File: src/rtl/uart_tx_pkg.sv
// Shared types and defaults for the UART transmit word feeder.
// Feeder FSM states plus default byte/word/FIFO sizes.
package uart_tx_pkg;

    typedef enum logic [1:0] {
        IDLE  = 2'd0,
        START = 2'd1,
        WAIT  = 2'd2
    } state_e;

    localparam int unsigned NB_DATA_DEF    = 8;
    localparam int unsigned NB_WORD_DEF    = 32;
    localparam int unsigned FIFO_DEPTH_DEF = 8;

    // Byte counter width: enough to index every byte of a word, never below 1 bit.
    function automatic int unsigned cnt_width(input int unsigned n_bytes);
        return (n_bytes > 1) ? $clog2(n_bytes) : 1;
    endfunction

endpackage

File: src/rtl/uart_tx_word_feeder_if.sv
// Host-side word push and topTx byte handshake bundle for the UART word feeder.
// The optional FIFO level signal exists only when UART_TX_LEVEL_EN is defined.
interface uart_tx_word_feeder_if #(
    parameter int unsigned NB_DATA    = uart_tx_pkg::NB_DATA_DEF,
    parameter int unsigned NB_WORD    = uart_tx_pkg::NB_WORD_DEF,
    parameter int unsigned FIFO_DEPTH = uart_tx_pkg::FIFO_DEPTH_DEF
);
    localparam int unsigned NB_ADDR = $clog2(FIFO_DEPTH);

    logic               wr_en;
    logic [NB_WORD-1:0] wr_word;
    logic               full;
    logic               empty;
    logic               overflow;
    logic               tx_done_tick;
    logic               tx_start;
    logic [NB_DATA-1:0] din;
    logic               busy;

`ifdef UART_TX_LEVEL_EN
    logic [NB_ADDR:0]   level;

    modport master (
        output wr_en, wr_word, tx_done_tick,
        input  full, empty, overflow, tx_start, din, busy, level
    );
    modport slave (
        input  wr_en, wr_word, tx_done_tick,
        output full, empty, overflow, tx_start, din, busy, level
    );
`else
    modport master (
        output wr_en, wr_word, tx_done_tick,
        input  full, empty, overflow, tx_start, din, busy
    );
    modport slave (
        input  wr_en, wr_word, tx_done_tick,
        output full, empty, overflow, tx_start, din, busy
    );
`endif

endinterface

File: src/rtl/tx_word_fifo.sv
// Synchronous word FIFO with registered full/empty derived from the occupancy count.
// A push into a full FIFO is taken only when a pop happens in the same cycle.
module tx_word_fifo #(
    parameter int unsigned NB_WORD    = uart_tx_pkg::NB_WORD_DEF,
    parameter int unsigned FIFO_DEPTH = uart_tx_pkg::FIFO_DEPTH_DEF,
    localparam int unsigned NB_ADDR   = $clog2(FIFO_DEPTH)
) (
    input  logic               clock,
    input  logic               reset,
    input  logic               wr_en,
    input  logic [NB_WORD-1:0] wr_data,
    input  logic               rd_en,
    output logic [NB_WORD-1:0] rd_data,
    output logic               full,
    output logic               empty,
    output logic [NB_ADDR:0]   count
);
    localparam logic [NB_ADDR:0] DEPTH_CNT = (NB_ADDR+1)'(FIFO_DEPTH);

    logic [NB_WORD-1:0] mem_q [FIFO_DEPTH];
    logic [NB_ADDR-1:0] wr_ptr_q;
    logic [NB_ADDR-1:0] rd_ptr_q;
    logic [NB_ADDR:0]   count_q;
    logic [NB_ADDR:0]   count_d;
    logic               full_q;
    logic               empty_q;
    logic               wr_ok;
    logic               rd_ok;

    assign rd_ok = rd_en && !empty_q;
    assign wr_ok = wr_en && (!full_q || rd_ok);

    always_comb begin
        count_d = count_q;
        if (wr_ok && !rd_ok) begin
            count_d = count_q + (NB_ADDR+1)'(1);
        end else if (!wr_ok && rd_ok) begin
            count_d = count_q - (NB_ADDR+1)'(1);
        end
    end

    // Pointers wrap naturally because the depth is a power of two.
    always_ff @(posedge clock or negedge reset) begin
        if (!reset) begin
            wr_ptr_q <= '0;
            rd_ptr_q <= '0;
            count_q  <= '0;
            full_q   <= 1'b0;
            empty_q  <= 1'b1;
        end else begin
            if (wr_ok) wr_ptr_q <= wr_ptr_q + NB_ADDR'(1);
            if (rd_ok) rd_ptr_q <= rd_ptr_q + NB_ADDR'(1);
            count_q <= count_d;
            full_q  <= (count_d == DEPTH_CNT);
            empty_q <= (count_d == '0);
        end
    end

    always_ff @(posedge clock) begin
        if (wr_ok) mem_q[wr_ptr_q] <= wr_data;
    end

    assign rd_data = mem_q[rd_ptr_q];
    assign full    = full_q;
    assign empty   = empty_q;
    assign count   = count_q;

endmodule

File: src/rtl/uart_tx_word_feeder.sv
// Buffers words and feeds them to topTx one byte at a time, LSB byte first.
// Define UART_TX_LEVEL_EN to expose the live FIFO occupancy on the level signal.
module uart_tx_word_feeder
    import uart_tx_pkg::*;
#(
    parameter int unsigned NB_DATA    = NB_DATA_DEF,
    parameter int unsigned NB_WORD    = NB_WORD_DEF,
    parameter int unsigned FIFO_DEPTH = FIFO_DEPTH_DEF
) (
    input  logic                  clock,
    input  logic                  reset,
    uart_tx_word_feeder_if.slave  bus
);
    localparam int unsigned NB_ADDR   = $clog2(FIFO_DEPTH);
    localparam int unsigned NB_BYTES  = NB_WORD / NB_DATA;
    localparam int unsigned NB_CNT    = cnt_width(NB_BYTES);
    localparam logic [NB_CNT-1:0]  LAST_BYTE = NB_CNT'(NB_BYTES - 1);
    localparam logic [NB_ADDR:0]   DEPTH_CNT = (NB_ADDR+1)'(FIFO_DEPTH);

    state_e             state_q;
    logic [NB_WORD-1:0] shreg_q;
    logic [NB_WORD-1:0] shreg_sh;
    logic [NB_CNT-1:0]  byte_cnt_q;
    logic [NB_DATA-1:0] din_q;
    logic               tx_start_q;
    logic               busy_q;
    logic               overflow_q;
    logic               rd_en;
    logic [NB_WORD-1:0] rd_data;
    logic               fifo_full;
    logic               fifo_empty;
    logic [NB_ADDR:0]   fifo_count;

    assign rd_en    = (state_q == IDLE) && !fifo_empty;
    assign shreg_sh = shreg_q >> NB_DATA;

    tx_word_fifo #(
        .NB_WORD    (NB_WORD),
        .FIFO_DEPTH (FIFO_DEPTH)
    ) u_fifo (
        .clock   (clock),
        .reset   (reset),
        .wr_en   (bus.wr_en),
        .wr_data (bus.wr_word),
        .rd_en   (rd_en),
        .rd_data (rd_data),
        .full    (fifo_full),
        .empty   (fifo_empty),
        .count   (fifo_count)
    );

    // din/tx_start are loaded on the edge entering START so the pulse coincides with START.
    always_ff @(posedge clock or negedge reset) begin
        if (!reset) begin
            state_q    <= IDLE;
            shreg_q    <= '0;
            byte_cnt_q <= '0;
            din_q      <= '0;
            tx_start_q <= 1'b0;
            busy_q     <= 1'b0;
            overflow_q <= 1'b0;
        end else begin
            tx_start_q <= 1'b0;
            if (bus.wr_en && (fifo_count == DEPTH_CNT) && !rd_en) overflow_q <= 1'b1;
            case (state_q)
                IDLE: begin
                    if (!fifo_empty) begin
                        shreg_q    <= rd_data;
                        byte_cnt_q <= '0;
                        din_q      <= rd_data[NB_DATA-1:0];
                        tx_start_q <= 1'b1;
                        busy_q     <= 1'b1;
                        state_q    <= START;
                    end
                end
                START: state_q <= WAIT;
                WAIT: begin
                    if (bus.tx_done_tick) begin
                        if (byte_cnt_q == LAST_BYTE) begin
                            busy_q  <= 1'b0;
                            state_q <= IDLE;
                        end else begin
                            shreg_q    <= shreg_sh;
                            byte_cnt_q <= byte_cnt_q + NB_CNT'(1);
                            din_q      <= shreg_sh[NB_DATA-1:0];
                            tx_start_q <= 1'b1;
                            state_q    <= START;
                        end
                    end
                end
                default: state_q <= IDLE;
            endcase
        end
    end

    assign bus.full     = fifo_full;
    assign bus.empty    = fifo_empty;
    assign bus.overflow = overflow_q;
    assign bus.tx_start = tx_start_q;
    assign bus.din      = din_q;
    assign bus.busy     = busy_q;
`ifdef UART_TX_LEVEL_EN
    assign bus.level    = fifo_count;
`endif

endmodule

File: src/flat_wrapper.sv
// flat-port wrapper written by rule: the top's interface ports become plain ports
module uart_tx_word_feeder_flat import uart_tx_pkg::*;
#(
    parameter int unsigned NB_DATA    = NB_DATA_DEF,
    parameter int unsigned NB_WORD    = NB_WORD_DEF,
    parameter int unsigned FIFO_DEPTH = FIFO_DEPTH_DEF
)
  (clock, reset, bus_wr_en, bus_wr_word, bus_tx_done_tick, bus_full, bus_empty, bus_overflow, bus_tx_start, bus_din, bus_busy);
  uart_tx_word_feeder_if #(.NB_DATA(NB_DATA), .NB_WORD(NB_WORD), .FIFO_DEPTH(FIFO_DEPTH)) bus_i ();
  input  logic clock;
  input  logic reset;
  input wire logic [$bits(bus_i.wr_en)-1:0] bus_wr_en;
  input wire logic [$bits(bus_i.wr_word)-1:0] bus_wr_word;
  input wire logic [$bits(bus_i.tx_done_tick)-1:0] bus_tx_done_tick;
  output wire logic [$bits(bus_i.full)-1:0] bus_full;
  output wire logic [$bits(bus_i.empty)-1:0] bus_empty;
  output wire logic [$bits(bus_i.overflow)-1:0] bus_overflow;
  output wire logic [$bits(bus_i.tx_start)-1:0] bus_tx_start;
  output wire logic [$bits(bus_i.din)-1:0] bus_din;
  output wire logic [$bits(bus_i.busy)-1:0] bus_busy;
  assign bus_i.wr_en = bus_wr_en;
  assign bus_i.wr_word = bus_wr_word;
  assign bus_i.tx_done_tick = bus_tx_done_tick;
  assign bus_full = bus_i.full;
  assign bus_empty = bus_i.empty;
  assign bus_overflow = bus_i.overflow;
  assign bus_tx_start = bus_i.tx_start;
  assign bus_din = bus_i.din;
  assign bus_busy = bus_i.busy;
  uart_tx_word_feeder #(.NB_DATA(NB_DATA), .NB_WORD(NB_WORD), .FIFO_DEPTH(FIFO_DEPTH)) u_core (.clock(clock), .reset(reset), .bus(bus_i));
endmodule
File: config.mk
export PLATFORM = sky130hd
export DESIGN_NAME = uart_tx_word_feeder_flat
export DESIGN_NICKNAME = d
export VERILOG_FILES = /design/src/rtl/uart_tx_pkg.sv /design/src/rtl/uart_tx_word_feeder_if.sv /design/src/rtl/tx_word_fifo.sv /design/src/rtl/uart_tx_word_feeder.sv /design/src/flat_wrapper.sv
export SDC_FILE = /design/constraint.sdc
export NUM_CORES = 1
export LEC_CHECK = 0
export CORE_ASPECT_RATIO = 1.2
export CORE_MARGIN = 4
export CORE_UTILIZATION = 54
export DETAILED_ROUTE_END_ITERATION = 12
export GPL_ROUTABILITY_DRIVEN = 0
export PLACE_DENSITY = 0.8
export SYNTH_ARGS = -nofsm -noshare
export SYNTH_HDL_FRONTEND = slang
export SYNTH_SLANG_ARGS = --single-unit
File: constraint.sdc
create_clock -name clock -period 4.2 [get_ports clock]
set_input_delay 0.84 -clock clock [delete_from_list [all_inputs] [get_ports clock]]
set_output_delay 0.84 -clock clock [all_outputs]
set_load 0.005 [all_outputs]
==> results of run 1 <==
[stage by stage]
stage	cells	util, %	total power [uW]	area [um2]
4_1_cts	1059	63.0	9810	13800
5_1_grt	1059	63.0	10300	13800
6_report	1059	63.0	9780	13800
3_5_place_dp	1007	59.0	7390	12900
3_3_place_gp	1007	59.0	7250	12900
2_1_floorplan	714	-	6460	12100
[registers in the layout, summed over array words and instances, names as in the netlist, 2 cells and up]
register and count:
u_core.shreg_q 25, u_core.bus.din 7, u_core.u_fifo.mem_q 256, u_core.u_fifo.count 4, u_core.state_q 2, u_core.byte_cnt_q 2
u_core.u_fifo.wr_ptr_q 3, u_core.u_fifo.rd_ptr_q 3
[layout make-up]
type / count / area, um2 / share of cell area, %
clock buffer: 34 / 744 / 5.41
sequential: 307 / 8970 / 65.2
multi-input combinational: 355 / 2910 / 21.1
clock inverter: 18 / 134 / 0.972
inverter: 4 / 15.0 / 0.109
timing repair buffer: 67 / 656 / 4.76
tap: 274 / 343 / 2.49
[placed cells by master, fill, tap and decap left out, types with 2 or more instances in the layout]
master / count
nor2b_1: 6
o21ai_0: 12
nand3_1: 24
and2_1: 3
nor3_4: 2
dfrtp_1: 48
bufinv_16: 2
nor4_1: 2
nand2_1: 23
edfxtp_1: 256
a21oi_1: 46
nand2b_1: 5
xnor2_1: 5
or3_1: 2
clkinvlp_2: 2
ha_1: 6
buf_12: 3
clkbuf_16: 29
nor2_1: 30
inv_2: 2
inv_1: 2
clkdlybuf4s50_1: 47
a22oi_1: 44
clkinv_2: 5
mux4_2: 20
buf_4: 16
clkinv_1: 8
clkbuf_1: 5
nor2_4: 6
mux2i_1: 99
[synth_stat cells (2+ instances only)]
library cell,number,area [um2]
inv_1,2,7.51
edfxtp_1,256,7690
inv_2,2,7.51
buf_4,14,105
buf_1,3,11.3
nor2b_1,6,37.5
o21bai_1,2,15.0
nor3_1,3,15.0
nand2b_1,5,31.3
and2_1,3,18.8
buf_2,9,45.0
or3_1,2,12.5
a21oi_1,46,230
ha_1,6,75.1
clkbuf_1,19,71.3
nor4_1,2,12.5
mux4_2,20,450
dfrtp_1,50,1250
nand2_1,23,86.3
nor2_1,36,135
buf_6,3,33.8
xnor2_1,5,43.8
mux2i_1,99,991
nand3_1,24,120
a22oi_1,44,330
o21ai_0,12,60.1
[final timing paths]
path / from / to / slack [ns] / depth (start not counted)
max: u_core.state_q[0] / u_core.u_fifo.mem_q[6][25] / 1.14 / 5
min: reset / u_core.bus.overflow / 0.41 / 1
max reg2reg: u_core.state_q[0] / u_core.u_fifo.mem_q[6][25] / 1.14 / 5
min reg2reg: u_core.bus.busy / u_core.bus.busy / 0.48 / 2
max in group asynchronous: reset / u_core.u_fifo.rd_ptr_q[2] / 3.07 / 2
min in group clock: u_core.bus.busy / u_core.bus.busy / 0.48 / 2
[cell families after synthesis]
kind of cell | after synthesis
multiplexers | 120
AND/OR/NAND/NOR | 110
AO/OA/AOI/OAI | 113
adder cells (fa/ha/maj) | 6
buffers and inverters | 52
flip-flops | 307
XOR/XNOR | 6
[per-layer routing]
metal / routed length, um / share of wire, % / global-route usage, %
met1: 9760 / 40 / 27.1
met5: 0 / 0 / 0
met2: 12200 / 51 / 33.7
met3: 1740 / 7.2 / 2.92
met4: 435 / 1.8 / 4.67
[report_power, final]
part / switching (uW) / internal [uW]
clock: 1040 / 1380
sequential: 465 / 3940
combinational: 1700 / 1250
==> flow_summary.yaml, run 1 <==
status:
  outcome: "finished, final reports clean"
clock_tree:
  clkTransAtPathRegs_ns: 0.07
  cts.sinks: 307
  cts_tree: "yes"
  ctsHtreeMaxLevel: 1
  post_cts_buffers: 0
  cts_resized: 0
  clock_tree.root_cell: "clkbuf_16"
  clock_path_buffers: 3
  clk-insertion-delay-late_ns: 0.54
  cts_buffers: 28
  holdBufCountCts: 0
worst_setup_path:
  crit_fanout: 17
  start_kind: "register"
  critPathSlowestCell: "or3_1"
  critPathKind: "register to register"
  slowest_delay_ns: 0.67
  required_ns: 4.43
  cp_top_family: "simple AND/OR/NAND/NOR gates"
  critPathBufInv: 1
  crit_arrival_ns: 3.28
  critPathCaptureType: "register"
  path_cells: "or3_1 -> a21boi_2 -> nand2b_1 -> nor2_4 -> buf_4"
drt:
  wl_per_cell_um: 22.8
  dr.pass1.iters: 5
  avgViaCountPerCell: 6.10
  drt-total-wl_um: 24200
  drt-initial-drc-count: 683
  drt.antenna.violating_nets: 0
  vias: 6459
  drc_errors: 0
die:
  die-area_um2: 24800
  die_w_um: 145
  io_pins: 49
  core_area_um2: 21900
  rows: 59
  start_util_pct: 55.3
  fp.dieH_um: 172
logic_synthesis:
  ys_seq_elements: 307
  yosys_warnings: 0
  yosysSeqAreaShare_pct: 74.2
  synth_compound_area_share_pct: 5.99
  synth-xor-area-share_pct: 0.435
  synth_edf_count: 256
  synth_nets: 756
  syn_inst: 714
  synth_area_um2: 12100
  synthArstFlopShare_pct: 16.6
  ys.flop_type: "edfxtp_1"
  syn_area_per_cell_um2: 16.9
  synthMuxAreaShare_pct: 12.0
  synth_cell_type_count: 44
  synthAdderAreaFrac_pct: 0.621
  synth_top_family_by_area: "multiplexers"
  synth-simple-area-share_pct: 4.39
timing:
  max_slew.worst_pin.slew_ns: 1.26
  maxSlewHeadroom_pct: 15.9
  setup_ws_ns: 1.14
  setup_viol: 0
  min_period_ns: 3.06
  whs_ns: 0.409
  timing.setup.tns_ns: 0
  rsz0062_at_grt: "false"
  slew_viol_final: 0
  post-route-period-util_pct: 72.8
  max_freq_mhz: 327
  clock_skew_ns: 0.0223
  hold_viol: 0
global_route:
  grt_pass1_wl_um: 37400
  grt_usage_pct: 19.7
  antenna_found_initial: 0
  grt_max_degree: 51
  grt_pass1_vias: 6625
  gr-total-overflow: 0
layout:
  antennaDiodeCount: 0
  drive_above_1_share_pct: 12.2
  fillerInstances: 1462
  fin_nets: 805
  syn2layout_area_growth_pct: 14.0
placed_design:
  dpl.hpwl_um: 15300
  pre_cts_ws_ns: 0.717
  portBuffers: 48
pwr:
  peakVddDrop_mv: 0.341
  power.leakage_uw: 0.00485
  powerDensity_nw_per_um2: 710
min_path:
  worstHoldPathType: "input pin to asynchronous set/reset pin"
job:
  maxCapViolCount: 0
No activity file was read; power rests on OpenSTA's default activity.
==> run 2, diff against run 1 <==
clock period = 2.8 ns   (was 4.2 ns; I/O delays follow)
==> run 2 against run 1 <==
Against the previous run:
- flip-flop and latch count did not move
- setup slack got worse by 0.85 ns
- non-clock buffer count rose by 13
- global-route usage rose by 0.28 points
- wire length rose by 1.4%
- first-iteration DRC count fell by 2.9%
- final area barely moved
- clock-buffer cell count rose by 9
- critical path depth did not move
- highest routed layer unchanged
==> flow_summary.yaml, run 2 (same netlist as run 1, synthesis figures left out) <==
die:
  fp.dieH_um: 172
  die-area_um2: 24800
  die_w_um: 145
  rows: 59
  start_util_pct: 55.3
  io_pins: 49
  core_area_um2: 21900
worst_setup_path:
  critPathKind: "register to register"
  start_kind: "register"
  crit_arrival_ns: 2.68
  critPathCaptureType: "register"
  crit_fanout: 22
  required_ns: 2.98
layout:
  fin_nets: 817
  drive_above_1_share_pct: 13.0
  largest-register: "u_core.u_fifo.mem_q"
  antennaDiodeCount: 0
  mostFrequentLayoutCells: "edfxtp_1, mux2i_1, dfrtp_1, clkdlybuf4s50_1, a21oi_1"
  final_common_cell: "edfxtp_1"
  final_cells: 1069
  fillerInstances: 1508
  syn2layout_area_growth_pct: 14.0
  largest_register_ffs: 256
clock_tree:
  clkTransAtPathRegs_ns: 0.07
  ctsHtreeMaxLevel: 1
  cts_buffers: 27
  cts_tree: "yes"
  holdBufCountCts: 0
  clock_tree.root_cell: "clkbuf_16"
  cts.sinks: 307
  clock_path_buffers: 3
  clk-insertion-delay-late_ns: 0.53
  cts_resized: 0
  post_cts_buffers: 0
drt:
  wl_per_cell_um: 22.9
  drt-initial-drc-count: 663
  vias: 6513
  avgViaCountPerCell: 6.09
  drt.antenna.violating_nets: 0
  drc_errors: 0
  drt-total-wl_um: 24500
  dr.pass1.iters: 5
timing:
  setup_viol: 0
  max_slew.worst_pin.slew_ns: 1.31
  timing.setup.tns_ns: 0
  clock_skew_ns: 0.0159
  maxSlewHeadroom_pct: 12.2
  whs_ns: 0.142
  slew_viol_final: 0
  post-route-period-util_pct: 89.4
  rsz0062_at_grt: "false"
  max_freq_mhz: 400
  min_period_ns: 2.50
  hold_viol: 0
global_route:
  antenna_found_initial: 0
  gr-total-overflow: 0
  grt_usage_pct: 20.0
  grt_pass1_wl_um: 37900
  grt_pass1_vias: 6814
  grt_max_degree: 48
placed_design:
  post-place-cells: 1020
  portBuffers: 48
  dpl.hpwl_um: 16100
pwr:
  p_total_uw: 14500
  powerDensity_nw_per_um2: 1060
  power.leakage_uw: 0.00488
  peakVddDrop_mv: 0.555
job:
  maxCapViolCount: 0
status:
  outcome: "finished, final reports clean"
min_path:
  worstHoldPathType: "input pin to asynchronous set/reset pin"
run 2: changes by cell type in the layout (fill, tap and decap cells not counted), sizes merged:
cell / change
bufinv: -2
buf: +13
inv: +1
clkinv: -9
clkinvlp: -2
clkbuf: +9
run 2: routing by layer:
metal	part of all wire, %	up-vias	track usage, %
li1	-	2890	-
met2	50	242	33.4
met4	2.7	0	5.92
met5	0	-	0
met3	7.3	48	3.62
met1	40	3333	27.2
run 2: report_power, final:
| part | internal, uW | total (uW) | leakage, uW | switching [uW] |
|---|---|---|---|---|
| clock network | 1870 | 3340 | 0.000387 | 1480 |
| registers | 5920 | 6450 | 0.00291 | 535 |
| logic | 1950 | 4740 | 0.00158 | 2790 |
| total | 9730 | 14500 | 0.00488 | 4800 |
run 2: layout make-up:
class	count	area [um2]	area share, %
Clock buffer	43	766	5.56
Clock inverter	6	30.0	0.218
Inverter	4	15.0	0.109
Multi-Input combinational cell	355	2910	21.1
Sequential cell	307	8970	65.1
Tap cell	274	343	2.49
Timing Repair Buffer	80	741	5.38
run 2: per-stage QoR:
step	setup WS (ns)	util (%)	instance area [um2]
floorplan	-0.344	-	12100
global placement	0.212	59.4	13000
detailed placement	0.163	59.4	13000
CTS	0.313	63.0	13800
global route	0.178	63.0	13800
finish	0.298	63.0	13800
run 2: critical path: stages, from the launching register on:
cell and delay, ns:
dfrtp_1 0.45, or3_1 0.43, a21boi_2 0.34, nand2b_1 0.33, nor3_4 0.22, buf_4 0.38
run 2: worst paths after layout:
check | from | to | depth (start not counted) | slack (ns)
worst min-delay path | reset | u_core.byte_cnt_q[1] | 1 | 0.14
max in group asynchronous | reset | u_core.shreg_q[7] | 2 | 1.94
min in group clock | u_core.bus.overflow | u_core.bus.overflow | 1 | 0.48
worst max register to register | u_core.state_q[0] | u_core.u_fifo.mem_q[0][23] | 5 | 0.30
worst min register to register | u_core.bus.overflow | u_core.bus.overflow | 1 | 0.48
worst max-delay path | u_core.state_q[0] | u_core.u_fifo.mem_q[0][23] | 5 | 0.30
==> run 3, diff against run 2 <==
PLACE_DENSITY = default   (was 0.8)
PLACE_DENSITY_LB_ADDON = 0.25   (was default)
==> run 3 against run 2 <==
Against the previous run:
- flip-flop and latch count did not move
- critical endpoint is now u_core.u_fifo.mem_q[5][14]
- worst hold slack worse by 0.040 ns
- core utilization up 0.90 points
- largest cell class unchanged
==> flow_summary.yaml, run 3 (same netlist as run 1, synthesis figures left out) <==
clock_tree:
  ctsHtreeMaxLevel: 1
  holdBufCountCts: 0
  cts_buffers: 29
  cts_tree: "yes"
  clk-insertion-delay-late_ns: 0.55
  cts_resized: 0
  clkTransAtPathRegs_ns: 0.06
  clock_path_buffers: 3
  post_cts_buffers: 0
  clock_tree.root_cell: "clkbuf_16"
  cts.sinks: 307
global_route:
  grt_max_degree: 45
  antenna_found_initial: 0
  gr-total-overflow: 0
  grt_usage_pct: 20.0
  grt_pass1_vias: 6587
  grt_pass1_wl_um: 37700
pwr:
  p_sw_share_pct: 32.3
  power.leakage_uw: 0.00496
  p_int_uw: 10300
  seqPwrFrac_pct: 43.3
  peakVddDrop_mv: 0.613
  powerDensity_nw_per_um2: 1090
  pwr-share-comb_pct: 30.0
  p_switching_uw: 4900
  p_clk_share_pct: 26.7
worst_setup_path:
  required_ns: 3.01
  crit_fanout: 22
  reg2reg_from: "u_core.state_q[0]"
  start_kind: "register"
  reg2reg_setup_slack_ns: 0.40
  critPathKind: "register to register"
  rr_worst_depth: 5
  crit_arrival_ns: 2.61
  critPathCaptureType: "register"
  timing.rr.end: "u_core.u_fifo.mem_q[5][14]"
placed_design:
  dpl.hpwl_um: 15900
  portBuffers: 48
  dpl_cell_area_um2: 13000
  post-place-cells: 1016
timing:
  max_slew.worst_pin.slew_ns: 1.21
  whs_ns: 0.102
  post-route-period-util_pct: 85.7
  timing.setup.tns_ns: 0
  slew_viol_final: 0
  max_freq_mhz: 417
  maxSlewHeadroom_pct: 19.0
  hold_viol: 0
  clock_skew_ns: 0.0234
  min_period_ns: 2.40
  rsz0062_at_grt: "false"
  setup_viol: 0
layout:
  mostFrequentLayoutCells: "edfxtp_1, mux2i_1, dfrtp_1, clkdlybuf4s50_1, a21oi_1"
  multi_input_area_um2: 2910
  drive_above_1_share_pct: 14.4
  largest_register_ffs: 256
  fin_nets: 815
  fin_area_um2: 14000
  syn2layout_area_growth_pct: 15.6
  final_cells: 1070
  largest-register: "u_core.u_fifo.mem_q"
  register_area_um2: 8970
  antennaDiodeCount: 0
  final_common_cell: "edfxtp_1"
  fillerInstances: 1502
drt:
  drc_errors: 0
  drt.antenna.violating_nets: 0
  drt-initial-drc-count: 549
  vias: 6490
  wl_per_cell_um: 23.0
  drt-total-wl_um: 24600
  avgViaCountPerCell: 6.07
  dr.pass1.iters: 6
die:
  die_w_um: 145
  core_area_um2: 21900
  fp.dieH_um: 172
  io_pins: 49
  rows: 59
  die-area_um2: 24800
  start_util_pct: 55.3
status:
  outcome: "finished, final reports clean"
min_path:
  worstHoldPathType: "input pin to asynchronous set/reset pin"
job:
  maxCapViolCount: 0
-- run 3: changes by cell type in the layout (fill, tap and decap cells not counted) --
| cell | previous run | this run |
|---|---|---|
| clkinvlp_4 | 0 | 3 |
| clkinv_1 | 3 | 2 |
| clkbuf_16 | 27 | 29 |
| clkinv_4 | 0 | 3 |
| buf_12 | 2 | 3 |
| clkinv_2 | 2 | 6 |
| buf_4 | 30 | 25 |
| clkbuf_1 | 13 | 3 |
| bufinv_16 | 0 | 5 |
| clkbuf_8 | 3 | 2 |
-- run 3: layout make-up --
cell class / count / share of cell area [%]
clock buffers: 34 / 5.47
repair buffers: 76 / 5.18
inverters: 4 / 0.108
clock inverters: 20 / 1.76
multi-input cells: 355 / 20.8
well taps: 274 / 2.45
flip-flops and latches: 307 / 64.2
-- run 3: per-layer routing --
layer  GRT usage, %  up-vias  share of wire, %
met1           30.0     3287                42
met3           2.42       38               7.2
met5              0        -                 0
met4           5.56        0               2.5
li1               -     2899                 -
met2           31.7      266                48
-- run 3: how the worst max path moves through the flow --
| stage | slack, ns | start | to | depth (start not counted) |
|---|---|---|---|---|
| floorplan | -0.34 | u_core.state_q[1] | u_core.u_fifo.mem_q[4][0] | 6 |
| global placement | 0.26 | bus_wr_en | u_core.u_fifo.mem_q[5][13] | 5 |
| detailed placement | 0.26 | bus_wr_en | u_core.u_fifo.mem_q[5][16] | 5 |
| CTS | 0.40 | u_core.state_q[0] | u_core.u_fifo.mem_q[5][1] | 5 |
| global route | 0.30 | u_core.state_q[1] | u_core.u_fifo.mem_q[5][11] | 5 |
| finish | 0.40 | u_core.state_q[0] | u_core.u_fifo.mem_q[5][14] | 5 |
-- run 3: per-stage QoR --
stage / worst slack, ns / utilization, % / power (uW)
6_report: 0.399 / 63.9 / 15200
5_1_grt: 0.298 / 63.9 / 15900
4_1_cts: 0.401 / 63.9 / 15300
3_5_place_dp: 0.261 / 59.3 / 11200
3_3_place_gp: 0.264 / 59.3 / 11000
2_1_floorplan: -0.344 / - / 9690
-- run 3: worst max-delay path: stages (launching register included) --
cell      delay, ns
dfrtp_1        0.44
or3_1          0.44
a21boi_2       0.34
nand2_1        0.31
nor2_4         0.18
buf_4          0.32
-- run 3: power groups by stage --
stage | Combinational (uW) | Sequential [uW] | Clock, uW
2_1_floorplan | 3400 | 6290 | 0
3_3_place_gp | 4410 | 6590 | 0
3_5_place_dp | 4540 | 6650 | 0
4_1_cts | 4570 | 6570 | 4130
5_1_grt | 4940 | 6650 | 4330
6_report | 4550 | 6570 | 4050
